$ cat src/rtl/reaction_game_pkg.sv
// Shared types and constants for the reaction game key-capture slice.
// BCD time is {sec, ds, cs, ms}, one nibble per digit, ms in the low nibble.
package reaction_game_pkg;

  typedef enum logic [2:0] {
    StIdle,
    StWait,
    StTiming,
    StDone,
    StDisq
  } cap_state_t;

  typedef logic [3:0] bcd4_t;
  typedef bcd4_t [3:0] bcd_time_t;

  localparam bcd_time_t BCD_MAX_TIME = 16'h9999;
  localparam bcd_time_t BCD_ZERO     = 16'h0000;

  // Width of the debounce stability counter; holds DEBOUNCE_MS up to 15.
  localparam int unsigned DEB_CNT_W = 4;

  // Ripple-carry BCD increment; callers guard against BCD_MAX_TIME.
  function automatic bcd_time_t bcd_inc(input bcd_time_t t);
    bcd_time_t r;
    logic      carry;
    r     = t;
    carry = 1'b1;
    for (int i = 0; i < 4; i++) begin
      if (carry) begin
        if (r[i] == 4'd9) begin
          r[i] = 4'd0;
        end else begin
          r[i]  = r[i] + 4'd1;
          carry = 1'b0;
        end
      end
    end
    return r;
  endfunction

endpackage

$ cat src/rtl/reaction_game_debounce.sv
// Key synchroniser and tick-based debouncer; produces the debounced level and a
// one-cycle press event in the first cycle the debounced level reads 1.
module reaction_game_debounce
  import reaction_game_pkg::*;
#(
  parameter int unsigned DEBOUNCE_MS = 5,
  parameter int unsigned SYNC_STAGES = 2
) (
  input  logic clk,
  input  logic reset,
  input  logic key_n,
  input  logic tick_ms,
  output logic pressed,
  output logic press_evt
);

  localparam logic [DEB_CNT_W-1:0] CntLast = DEB_CNT_W'(DEBOUNCE_MS - 1);

  // Chain holds raw key_n; reset value 1 means released.
  logic [SYNC_STAGES-1:0] sync_q;
  logic                   sync;
  logic [DEB_CNT_W-1:0]   cnt_q, cnt_d;
  logic                   pressed_q, pressed_d;
  logic                   pressed_prev_q;

  assign sync = ~sync_q[SYNC_STAGES-1];

  always_comb begin
    cnt_d     = cnt_q;
    pressed_d = pressed_q;
    if (sync == pressed_q) begin
      cnt_d = '0;
    end else if (tick_ms) begin
      if (cnt_q == CntLast) begin
        pressed_d = sync;
        cnt_d     = '0;
      end else begin
        cnt_d = cnt_q + 1'b1;
      end
    end
  end

  always_ff @(posedge clk or posedge reset) begin
    if (reset) begin
      sync_q         <= '1;
      cnt_q          <= '0;
      pressed_q      <= 1'b0;
      pressed_prev_q <= 1'b0;
    end else begin
      sync_q         <= {sync_q[SYNC_STAGES-2:0], key_n};
      cnt_q          <= cnt_d;
      pressed_q      <= pressed_d;
      pressed_prev_q <= pressed_q;
    end
  end

  assign pressed   = pressed_q;
  assign press_evt = pressed_q & ~pressed_prev_q;

endmodule

$ cat src/rtl/reaction_game_key_capture.sv
// Reaction game key capture: debounced key timed against go in BCD ms.
// Optional best-time register enabled by defining REACTION_GAME_BEST_TIME_EN.
module reaction_game_key_capture
  import reaction_game_pkg::*;
#(
  parameter int unsigned DEBOUNCE_MS = 5,
  parameter int unsigned SYNC_STAGES = 2
) (
  input  logic        clk,
  input  logic        reset,
  input  logic        key_n,
  input  logic        tick_ms,
  input  logic        start,
  input  logic        go,
  output logic [15:0] digits,
  output logic        result_valid,
  output logic        early,
  output logic        timeout,
  output logic        pressed
`ifdef REACTION_GAME_BEST_TIME_EN
  ,
  output logic [15:0] best_digits
`endif
);

  logic press_evt;

  reaction_game_debounce #(
    .DEBOUNCE_MS(DEBOUNCE_MS),
    .SYNC_STAGES(SYNC_STAGES)
  ) u_debounce (
    .clk      (clk),
    .reset    (reset),
    .key_n    (key_n),
    .tick_ms  (tick_ms),
    .pressed  (pressed),
    .press_evt(press_evt)
  );

  cap_state_t state_q, state_d;
  bcd_time_t  digits_q, digits_d;
  logic       valid_q, valid_d;
  logic       early_q, early_d;
  logic       timeout_q, timeout_d;
`ifdef REACTION_GAME_BEST_TIME_EN
  bcd_time_t  best_q, best_d;
`endif

  always_comb begin
    state_d   = state_q;
    digits_d  = digits_q;
    valid_d   = valid_q;
    early_d   = early_q;
    timeout_d = timeout_q;
`ifdef REACTION_GAME_BEST_TIME_EN
    best_d    = best_q;
`endif
    // start overrides everything, from any state.
    if (start) begin
      state_d   = StWait;
      digits_d  = BCD_ZERO;
      valid_d   = 1'b0;
      early_d   = 1'b0;
      timeout_d = 1'b0;
    end else begin
      unique case (state_q)
        StWait: begin
          if (press_evt) begin
            state_d = StDisq;
            early_d = 1'b1;
            valid_d = 1'b1;
          end else if (go) begin
            state_d  = StTiming;
            digits_d = BCD_ZERO;
          end
        end
        StTiming: begin
          if (press_evt) begin
            state_d = StDone;
            valid_d = 1'b1;
`ifdef REACTION_GAME_BEST_TIME_EN
            if (digits_q < best_q) begin
              best_d = digits_q;
            end
`endif
          end else if (tick_ms) begin
            if (digits_q == BCD_MAX_TIME) begin
              state_d   = StDone;
              timeout_d = 1'b1;
              valid_d   = 1'b1;
            end else begin
              digits_d = bcd_inc(digits_q);
            end
          end
        end
        StIdle, StDone, StDisq: ;
        default: state_d = StIdle;
      endcase
    end
  end

  always_ff @(posedge clk or posedge reset) begin
    if (reset) begin
      state_q   <= StIdle;
      digits_q  <= BCD_ZERO;
      valid_q   <= 1'b0;
      early_q   <= 1'b0;
      timeout_q <= 1'b0;
`ifdef REACTION_GAME_BEST_TIME_EN
      best_q    <= BCD_MAX_TIME;
`endif
    end else begin
      state_q   <= state_d;
      digits_q  <= digits_d;
      valid_q   <= valid_d;
      early_q   <= early_d;
      timeout_q <= timeout_d;
`ifdef REACTION_GAME_BEST_TIME_EN
      best_q    <= best_d;
`endif
    end
  end

  assign digits       = digits_q;
  assign result_valid = valid_q;
  assign early        = early_q;
  assign timeout      = timeout_q;
`ifdef REACTION_GAME_BEST_TIME_EN
  assign best_digits  = best_q;
`endif

endmodule

$ cat config.mk
export PLATFORM = sky130hd
export DESIGN_NAME = reaction_game_key_capture
export DESIGN_NICKNAME = d
export VERILOG_FILES = /design/src/rtl/reaction_game_pkg.sv /design/src/rtl/reaction_game_debounce.sv /design/src/rtl/reaction_game_key_capture.sv
export SDC_FILE = /design/constraint.sdc
export NUM_CORES = 1
export LEC_CHECK = 0
export CAP_MARGIN = 30
export CORE_MARGIN = 4
export CORE_UTILIZATION = 58
export CTS_CLUSTER_DIAMETER = 50
export CTS_CLUSTER_SIZE = 20
export DETAILED_ROUTE_END_ITERATION = 6
export PLACE_DENSITY = 0.95
export SLEW_MARGIN = 40
export SYNTH_ARGS = -nofsm -noshare
export SYNTH_HDL_FRONTEND = slang
export SYNTH_SLANG_ARGS = --single-unit
$ cat constraint.sdc
create_clock -name clk -period 4.3 [get_ports clk]
set_input_delay 0.645 -clock clk [delete_from_list [all_inputs] [get_ports clk]]
set_output_delay 0.645 -clock clk [all_outputs]
set_load 0.03 [all_outputs]
### Yosys cells after proc, flatten, opt, wreduce, memory -nomap -nowiden

Index checks and enable logic that the tools add are counted.

* register bits after elaboration: 30
* bits of input ports: 6
* output and inout port bits: 20
* logic and storage cells: 119

* add/subtract/negate cells: 5
* equal/unequal tests: 25
* multiplexer cells: 55
* bitwise gates (word level): 4
* reduce and logical (&&, ||, !) cells: 18

Operator list (count)
* $mux W16: 6
* $mux W4: 10
* $pmux W16 S2: 1
* $mux W1: 30
* $ne A3 B3 Y1 const B: 9
* $reduce_and A7 Y1: 3
* $add A4 B1 Y4 const B: 5
* $mux W3: 6
* $eq A16 B16 Y1 const B: 1
* $eq A4 B4 Y1 const B: 4
* $ne A4 B4 Y1 const B: 3
* $reduce_and A4 Y1: 3
* $reduce_bool A2 Y1: 6
* $pmux W3 S3: 1
* $eq A3 B2 Y1 const B: 2
* $reduce_and A6 Y1: 1
* $eq A4 B3 Y1 const B: 1
* $ne A2 B2 Y1 const B: 2
* $eq A3 B1 Y1 const B: 1
* $eq A3 B3 Y1 const B: 1
* $logic_not A3 Y1: 1
* $not A1 Y1: 3
* $reduce_and A3 Y1: 1
* $reduce_bool A3 Y1: 1
* other kinds (5): 5

### Longest topological paths before layout

Gate-level depths: netlist (run 1).

* word-level depth: 25
* depth in mapped cells: 6
* mapped depth without buffers: 6

### Hierarchy

Synthesis (run 1) repeated with hierarchy kept, for this count alone.

* cell total of the unflattened synthesis: 185
* area total of the unflattened synthesis: 1780.5 µm²

By module, submodules not included
* reaction_game_key_capture: times used 1, cells each 152, area an instance 1413.9 µm², sequential area each 550.5 µm²
* reaction_game_debounce: times used 1, cells each 33, area an instance 366.6 µm², sequential area each 202.7 µm²

### Worst setup path before layout (run 1)

No wires, ideal clock.

* path type: register to register
* from: reg digits_q, in the netlist digits[9]
* to: reg digits_q, in the netlist digits[9]
* setup time: 0.125 ns
* data arrival time: 1.850 ns
* required time: 4.175 ns
* path slack: 2.325 ns
* stages on the path, launching flop included: 7
* buffers on the path: 0
* clock period less this slack: 1.975 ns
* path through: dfrtp_1 > inv_1 > ha_1 > and3b_1 > a211o_1 > a22oi_2 > mux2_2

* longest elaborated chain between the ends: 8
* elaborated cells on any way between the ends: 12
* those cells by class: add/sub: 1; eq/ne: 3; mux: 7; reduce/logical: 1

RTL lines
* from (decl): line reaction_game_key_capture.sv:41 `bcd_time_t digits_q, digits_d;`
* from (signal assigned): line reaction_game_key_capture.sv:114 `digits_q <= digits_d;`
* $add A4 B1 Y4 or $eq A4 B4 Y1 (tied branches): line reaction_game_pkg.sv:33, reaction_game_pkg.sv:30
* $mux W4: line reaction_game_pkg.sv:30 `if (r[i] == 4'd9) begin`
* $mux W4: line reaction_game_pkg.sv:29 `if (carry) begin`
* $mux W16: line reaction_game_key_capture.sv:87 `if (digits_q == BCD_MAX_TIME) begin`
* $mux W16: line reaction_game_key_capture.sv:86 `end else if (tick_ms) begin`
* $mux W16: line reaction_game_key_capture.sv:78 `if (press_evt) begin`
* $pmux W16 S2: line reaction_game_key_capture.sv:66 `unique case (state_q)`
* $mux W16: line reaction_game_key_capture.sv:59 `if (start) begin`

Parallel ways exist; a longest one is shown, timed or not. The select of a mux whose other input is x is not followed.
A chain may end at the register's enable or synchronous reset.

### Worst setup path in the final report (run 1)

* from: in start
* to: reg digits_q, in the netlist digits[6]

* longest elaborated chain between the ends: 2
* elaborated cells on any way between the ends: 9
* those cells by class: eq/ne: 6; mux: 1; reduce/logical: 2

RTL lines
* from (decl): line reaction_game_key_capture.sv:13 `input logic start,`
* $ne A3 B3 Y1 (no line) or $reduce_bool A3 Y1 (tied branches)
* $reduce_and A7 Y1 (no line)

Parallel ways exist; a longest one is shown, timed or not.

==> results of run 1 <==
-- cell families (layout without fill, tap and decap cells) --
logic type      Yosys count  count (layout)  synth area share (%)
compound gates           44              44                  18.9
xor+xnor                  3               3                  1.41
fa+ha+maj                10              10                  6.73
buf+inv                  20              48                  5.66
flops                    30              30                  40.5
mux                       7               7                  4.38
simple gates             59              59                  22.4
-- registers in the layout, summed over array words and instances, names as in the netlist --
name	count
u_debounce.pressed	1
early	1
digits	16
u_debounce.sync_q	2
u_debounce.pressed_prev_q	1
u_debounce.cnt_q	4
result_valid	1
timeout	1
state_q	3
-- cell type report --
cell class	count	area (sq um)	area share, %
repair buffers	25	250	11.4
inverters	15	56.3	2.57
clock inverters	3	40.0	1.83
clock buffers	5	37.5	1.71
multi-input cells	123	1000	45.6
well taps	44	55.1	2.51
flip-flops and latches	30	753	34.4
-- cell usage after synthesis, types with 2 or more instances --
master,count
and3b_1,2
nor2b_1,4
mux2i_1,4
mux2_4,2
nand3_1,5
o22ai_1,3
nand3b_1,3
ha_1,10
dfstp_2,2
a21oi_1,7
nand2_1,12
xor2_1,2
o221ai_1,2
nand4_1,3
dfrtp_1,28
clkbuf_8,2
nor3_1,3
a31oi_1,5
nand3b_4,3
inv_1,14
buf_2,2
a211o_1,2
o2bb2ai_1,4
nor2_1,10
o21ai_0,5
-- cell usage in the layout (no fill, tap or decap), drive strengths merged, types with 3 or more instances in the layout --
cell type	count
nand2	13
o22ai	3
nand4	3
clkinv	3
clkdlybuf4s50	25
o2bb2ai	4
clkbuf	5
o21ai	5
nand3	5
nor3	4
nand3b	7
mux2i	4
a31oi	5
a211o	3
nor4	3
a21oi	7
nor2b	4
dfrtp	28
mux2	3
a22oi	3
inv	14
and3b	3
ha	10
nor2	10
-- power breakdown --
| part | internal (mW) | switching, mW | total (mW) |
|---|---|---|---|
| Sequential | 0.310 | 0.0400 | 0.350 |
| Clock | 0.120 | 0.101 | 0.222 |
| Combinational | 0.0884 | 0.119 | 0.207 |
-- stage by stage --
stage               instance area (sq um)  total power [mW]  instances  utilization (%)
floorplan                            1860             0.507        173                -
global placement                     2110             0.545        237             69.3
detailed placement                   2110             0.558        237             69.3
CTS                                  2190             0.779        245             71.8
global route                         2190             0.828        245             71.8
finish                               2190             0.779        245             71.8
-- worst max-delay path, stage by stage --
cell and delay [ns]:
clkdlybuf4s50_1 0.58, nor4b_4 0.74, nand2_2 0.16, or3_1 0.38, o2bb2ai_1 0.15
-- worst paths after layout --
check | start | end | slack [ns] | cells after the start
max in group asynchronous | reset | early$_DFFE_PP0P_ | 3.18 | 2
setup reg to reg | state_q[0]$_DFFE_PP0P_ | digits[6]$_DFFE_PP0P_ | 2.27 | 4
min in group asynchronous | reset | digits[6]$_DFFE_PP0P_ | 0.71 | 2
setup / recovery | start | digits[6]$_DFFE_PP0P_ | 1.90 | 5
hold / removal | u_debounce.sync_q[0]$_DFF_PP1_ | u_debounce.sync_q[1]$_DFF_PP1_ | 0.36 | 0
hold reg to reg | u_debounce.sync_q[0]$_DFF_PP1_ | u_debounce.sync_q[1]$_DFF_PP1_ | 0.36 | 0
-- routing by layer --
metal  vias to the layer above  part of all wire (%)  GRT usage [%]
li1                        697                     -              -
met1                       712                    42           25.5
met2                        49                    51           37.2
met3                         9                   5.7           6.76
met4                         0                   1.8           8.44
met5                         -                     0              0
==> flow_summary.json, run 1 <==
{
  "cts_max_path_buffers": 2,
  "cts.sinks": 30,
  "routed_wl_um": 4150,
  "cp_max_fo": 12,
  "worstPathRequired_ns": 4.56,
  "arrival_ns": 2.66,
  "setup_viol": 0,
  "vias": 1467,
  "p_per_area_mw_per_mm2": 355,
  "final.setup_skew_ns": 0.0133,
  "nNetsFinal": 216,
  "min_period_ns": 2.40,
  "synthTopCellsByArea": "dfrtp_1 (38%), ha_1 (6.7%), nand3b_4 (3.2%), dfstp_2 (2.8%), inv_1 (2.8%)",
  "drc_errors": 0,
  "final_antenna_net_count": 0,
  "ys_ff_latch": 30,
  "hold_viol": 0,
  "ctsResizeCount": 0,
  "whs_ns": 0.361,
  "die_height_um": 64.6,
  "yosysTopAreaCellShare_pct": 37.7,
  "ys.flop_type": "dfrtp_1",
  "syn-num-nets": 189,
  "post-route-period-util_pct": 55.8,
  "setup_ws_ns": 1.90,
  "max_freq_ghz": 0.417,
  "cts_made_buffers": 5,
  "die_w_um": 64.6,
  "grt_max_degree": 31,
  "io_pins": 26,
  "synthCells": 173,
  "wl_per_cell_um": 17.0,
  "fp-row-count": 20,
  "syn_to_final_growth_pct": 18.0,
  "insertion_delay_ns": 0.34,
  "syn_area_per_cell_sq_um": 10.7,
  "htreeDepth": 2,
  "ys_seq_area_share_pct": 40.5,
  "drtIter0Drc": 92,
  "rsz0062_at_grt": "no",
  "place.gp.congestion": 0.861,
  "setup.worst_path.end_class": "flip-flop",
  "synth_edf_count": 0,
  "grtUsageTotal_pct": 21.8,
  "relSlewSlack_pct": 50.2,
  "synth_top_area_cell": "dfrtp_1",
  "cts.clk_slew.worst_paths_ns": 0.10,
  "drv_slew": 0,
  "status": "finished, final reports clean",
  "vias_per_cell": 5.99,
  "drive_gt1_share_pct": 14.9,
  "drv_cap": 0,
  "grt_pass1_wl_um": 7090,
  "first_pass_iters": 5,
  "cts_tree": "yes",
  "postCtsSetupRepairBufs": 0,
  "hold_buffers": 0,
  "antenna_found_initial": 0,
  "start_kind": "primary input",
  "portBuffers": 25,
  "coreArea_sq_mm": 0.00305,
  "p_leak_nw": 0.978,
  "overflow": 0,
  "vdd_drop_max_mv": 0.252,
  "yosys_warnings": 0,
  "hold_path.class": "flip-flop to flip-flop",
  "synth_area_sq_mm": 0.00186,
  "postSynth.asyncResetShare_pct": 100,
  "die-area_sq_mm": 0.00417,
  "dp_slack_ns": 1.59,
  "nFillCells": 228,
  "root_buffer": "clkbuf_4",
  "diodes": 0,
  "synthDistinctLibCells": 59,
  "worst_pin_slew_ns": 0.746,
  "fin_setup_tns_ns": 0,
  "start_util_pct": 60.9,
  "grt_pass1_vias": 1522,
  "hpwl_um": 2930,
  "crit_type": "primary input to flip-flop"
}
Note: power is estimated with default switching activity, not from simulation.
==> run 2, diff against run 1 <==
- CORE_UTILIZATION: 58 -> 49
- PLACE_DENSITY: 0.95 -> 0.87
- clock period: 4.3 -> 2.2 ns (I/O delays scaled with it)
==> run 2 against run 1 <==
  * Via count grew 1.2%
  * Clock power grew 89%
  * Die area grew 16%
  * Register-to-register slack worse by 2.0 ns
  * Sequential share of layout area down 1.1 points
  * Routed wire length down 8.2%
  * First-iteration DRC count rose by 18%
  * Worst setup slack got worse by 1.6 ns
  * Design area up 3.3%
  * Final cell count rose by 4.5%
  * Hold slack improved by 0.00075 ns
  * Core utilization is 9.9 points lower
  * Critical endpoint is now digits[12]$_DFFE_PP0P_
  * Highest routed layer unchanged
==> flow_summary.json, run 2 (synthesized netlist as in run 1, its figures left out) <==
{
  "die_w_um": 69.6,
  "cp_top_family": "simple AND/OR/NAND/NOR gates",
  "pwr-share-comb_pct": 27.6,
  "pwr-share-seq_pct": 44.7,
  "io_pins": 26,
  "ctsResizeCount": 0,
  "hold_viol": 0,
  "cts_made_buffers": 5,
  "die-area_sq_mm": 0.00484,
  "postCtsSetupRepairBufs": 0,
  "crit_slowest_cell": "nor4_2",
  "grtUsageTotal_pct": 17.2,
  "cts_tree": "yes",
  "switching_power_mw": 0.501,
  "wl_per_cell_um": 14.9,
  "nFillCells": 315,
  "max_freq_ghz": 0.518,
  "fin_setup_tns_ns": 0,
  "drtIter0Drc": 109,
  "vias": 1485,
  "post-route-period-util_pct": 87.8,
  "final.setup_skew_ns": 0.00951,
  "worstPathRequired_ns": 2.35,
  "drv_cap": 0,
  "p_int_mw": 1.02,
  "vias_per_cell": 5.80,
  "setup.worst_path.end_class": "flip-flop",
  "cts_max_path_buffers": 2,
  "drc_errors": 0,
  "drive_gt1_share_pct": 15.9,
  "final_cell_mix": "dfrtp_1 (28), clkdlybuf4s50_1 (25), inv_1 (14)",
  "antenna_found_initial": 0,
  "p_leak_nw": 1.01,
  "place.gp.congestion": 0.877,
  "coreArea_sq_mm": 0.00366,
  "hpwl_um": 2840,
  "syn_to_final_growth_pct": 21.9,
  "layout_commonest_cell": "dfrtp_1",
  "fin_cells": 256,
  "cpPeakStageDelay_ns": 0.47,
  "routed_wl_um": 3810,
  "drv_slew": 0,
  "final_antenna_net_count": 0,
  "critPathBufInv": 1,
  "largest_register_ff_count": 16,
  "crit_chain": "inv_1 > ha_1 > nand3b_2 > nor4_2 > a2bb2oi_1 > mux2i_1",
  "cp_max_fo": 8,
  "overflow": 0,
  "start_kind": "flip-flop",
  "arrival_ns": 2.08,
  "rsz0062_at_grt": "no",
  "hold_path.class": "flip-flop to flip-flop",
  "placed_cells": 248,
  "die_height_um": 69.6,
  "nNetsFinal": 223,
  "status": "finished, final reports clean",
  "min_period_ns": 1.93,
  "portBuffers": 25,
  "place_area_sq_mm": 0.00218,
  "cts.sinks": 30,
  "r2r_slack_ns": 0.27,
  "relSlewSlack_pct": 61.2,
  "cts.clk_slew.worst_paths_ns": 0.06,
  "setup_viol": 0,
  "hold_buffers": 0,
  "p_per_area_mw_per_mm2": 672,
  "design_area_sq_mm": 0.00226,
  "grt_pass1_vias": 1393,
  "start_util_pct": 50.8,
  "first_pass_iters": 4,
  "grt_pass1_wl_um": 6720,
  "diodes": 0,
  "htreeDepth": 2,
  "insertion_delay_ns": 0.28,
  "swShare_pct": 32.9,
  "crit_type": "flip-flop to flip-flop",
  "fp-row-count": 22,
  "root_buffer": "clkbuf_8",
  "clock_power_share_pct": 27.6,
  "worst_pin_slew_ns": 0.581,
  "vdd_drop_max_mv": 0.389,
  "grt_max_degree": 18
}
==> run 2: changes by cell type in the layout (fill, tap and decap cells not counted), sizes merged <==
cell    delta
buf        +7
clkbuf     +3
bufinv     -1
clkinv     -2
==> run 2: final timing paths <==
check / start / endpoint / cells past startpoint
worst max-delay path: digits[1]$_DFFE_PP0P_ / digits[12]$_DFFE_PP0P_ / 6
worst min-delay path: u_debounce.sync_q[0]$_DFF_PP1_ / u_debounce.sync_q[1]$_DFF_PP1_ / 0
worst max register to register: digits[1]$_DFFE_PP0P_ / digits[12]$_DFFE_PP0P_ / 6
worst min register to register: u_debounce.sync_q[0]$_DFF_PP1_ / u_debounce.sync_q[1]$_DFF_PP1_ / 0
max in group asynchronous: reset / digits[8]$_DFFE_PP0P_ / 3
min in group asynchronous: reset / u_debounce.pressed$_DFFE_PP0P_ / 2
==> run 2: cell type report <==
| class | count | area, sq um | share of cell area, % |
|---|---|---|---|
| Sequential cell | 30 | 753 | 33.3 |
| Multi-Input combinational cell | 123 | 1000 | 44.1 |
| Tap cell | 48 | 60.1 | 2.65 |
| Timing Repair Buffer | 32 | 315 | 13.9 |
| Clock buffer | 8 | 80.1 | 3.54 |
| Inverter | 15 | 56.3 | 2.49 |
==> run 2: worst reg2reg max path: cells and delay by family, from the launching register on <==
family	cells	cell delay [ns]
fa+ha+maj	1	0.18
compound gates	1	0.30
buf+inv	1	0.09
simple gates	2	0.68
mux	1	0.12
flops	1	0.42
==> run 2: power groups by stage <==
stage / clock, mW / sequential, mW / combinational, mW
after global routing: 0.460 / 0.693 / 0.466
after CTS: 0.430 / 0.681 / 0.423
after detailed placement: 0 / 0.691 / 0.420
final: 0.420 / 0.681 / 0.421
after floorplan: 0 / 0.704 / 0.287
after global placement: 0 / 0.688 / 0.404
==> run 2: per-layer routing <==
metal  vias up  global-route usage (%)  routed length, um  part of all wire (%)
met5         -                       0                  0                     0
met3         8                    4.93                162                   4.2
li1        714                       -                  -                     -
met2        36                    26.0               1810                    47
met4         0                    6.07                 57                   1.5
met1       727                    23.6               1780                    47
==> run 2: metrics by stage <==
step	hold slack [ns]	setup slack (ns)	utilization [%]	total power [mW]
finish	0.362	0.269	61.9	1.52
global route	0.362	0.128	61.9	1.62
CTS	0.362	0.290	61.9	1.53
detailed placement	0.354	0.119	59.7	1.11
global placement	0.345	0.147	59.7	1.09
floorplan	0.334	0.225	-	0.991
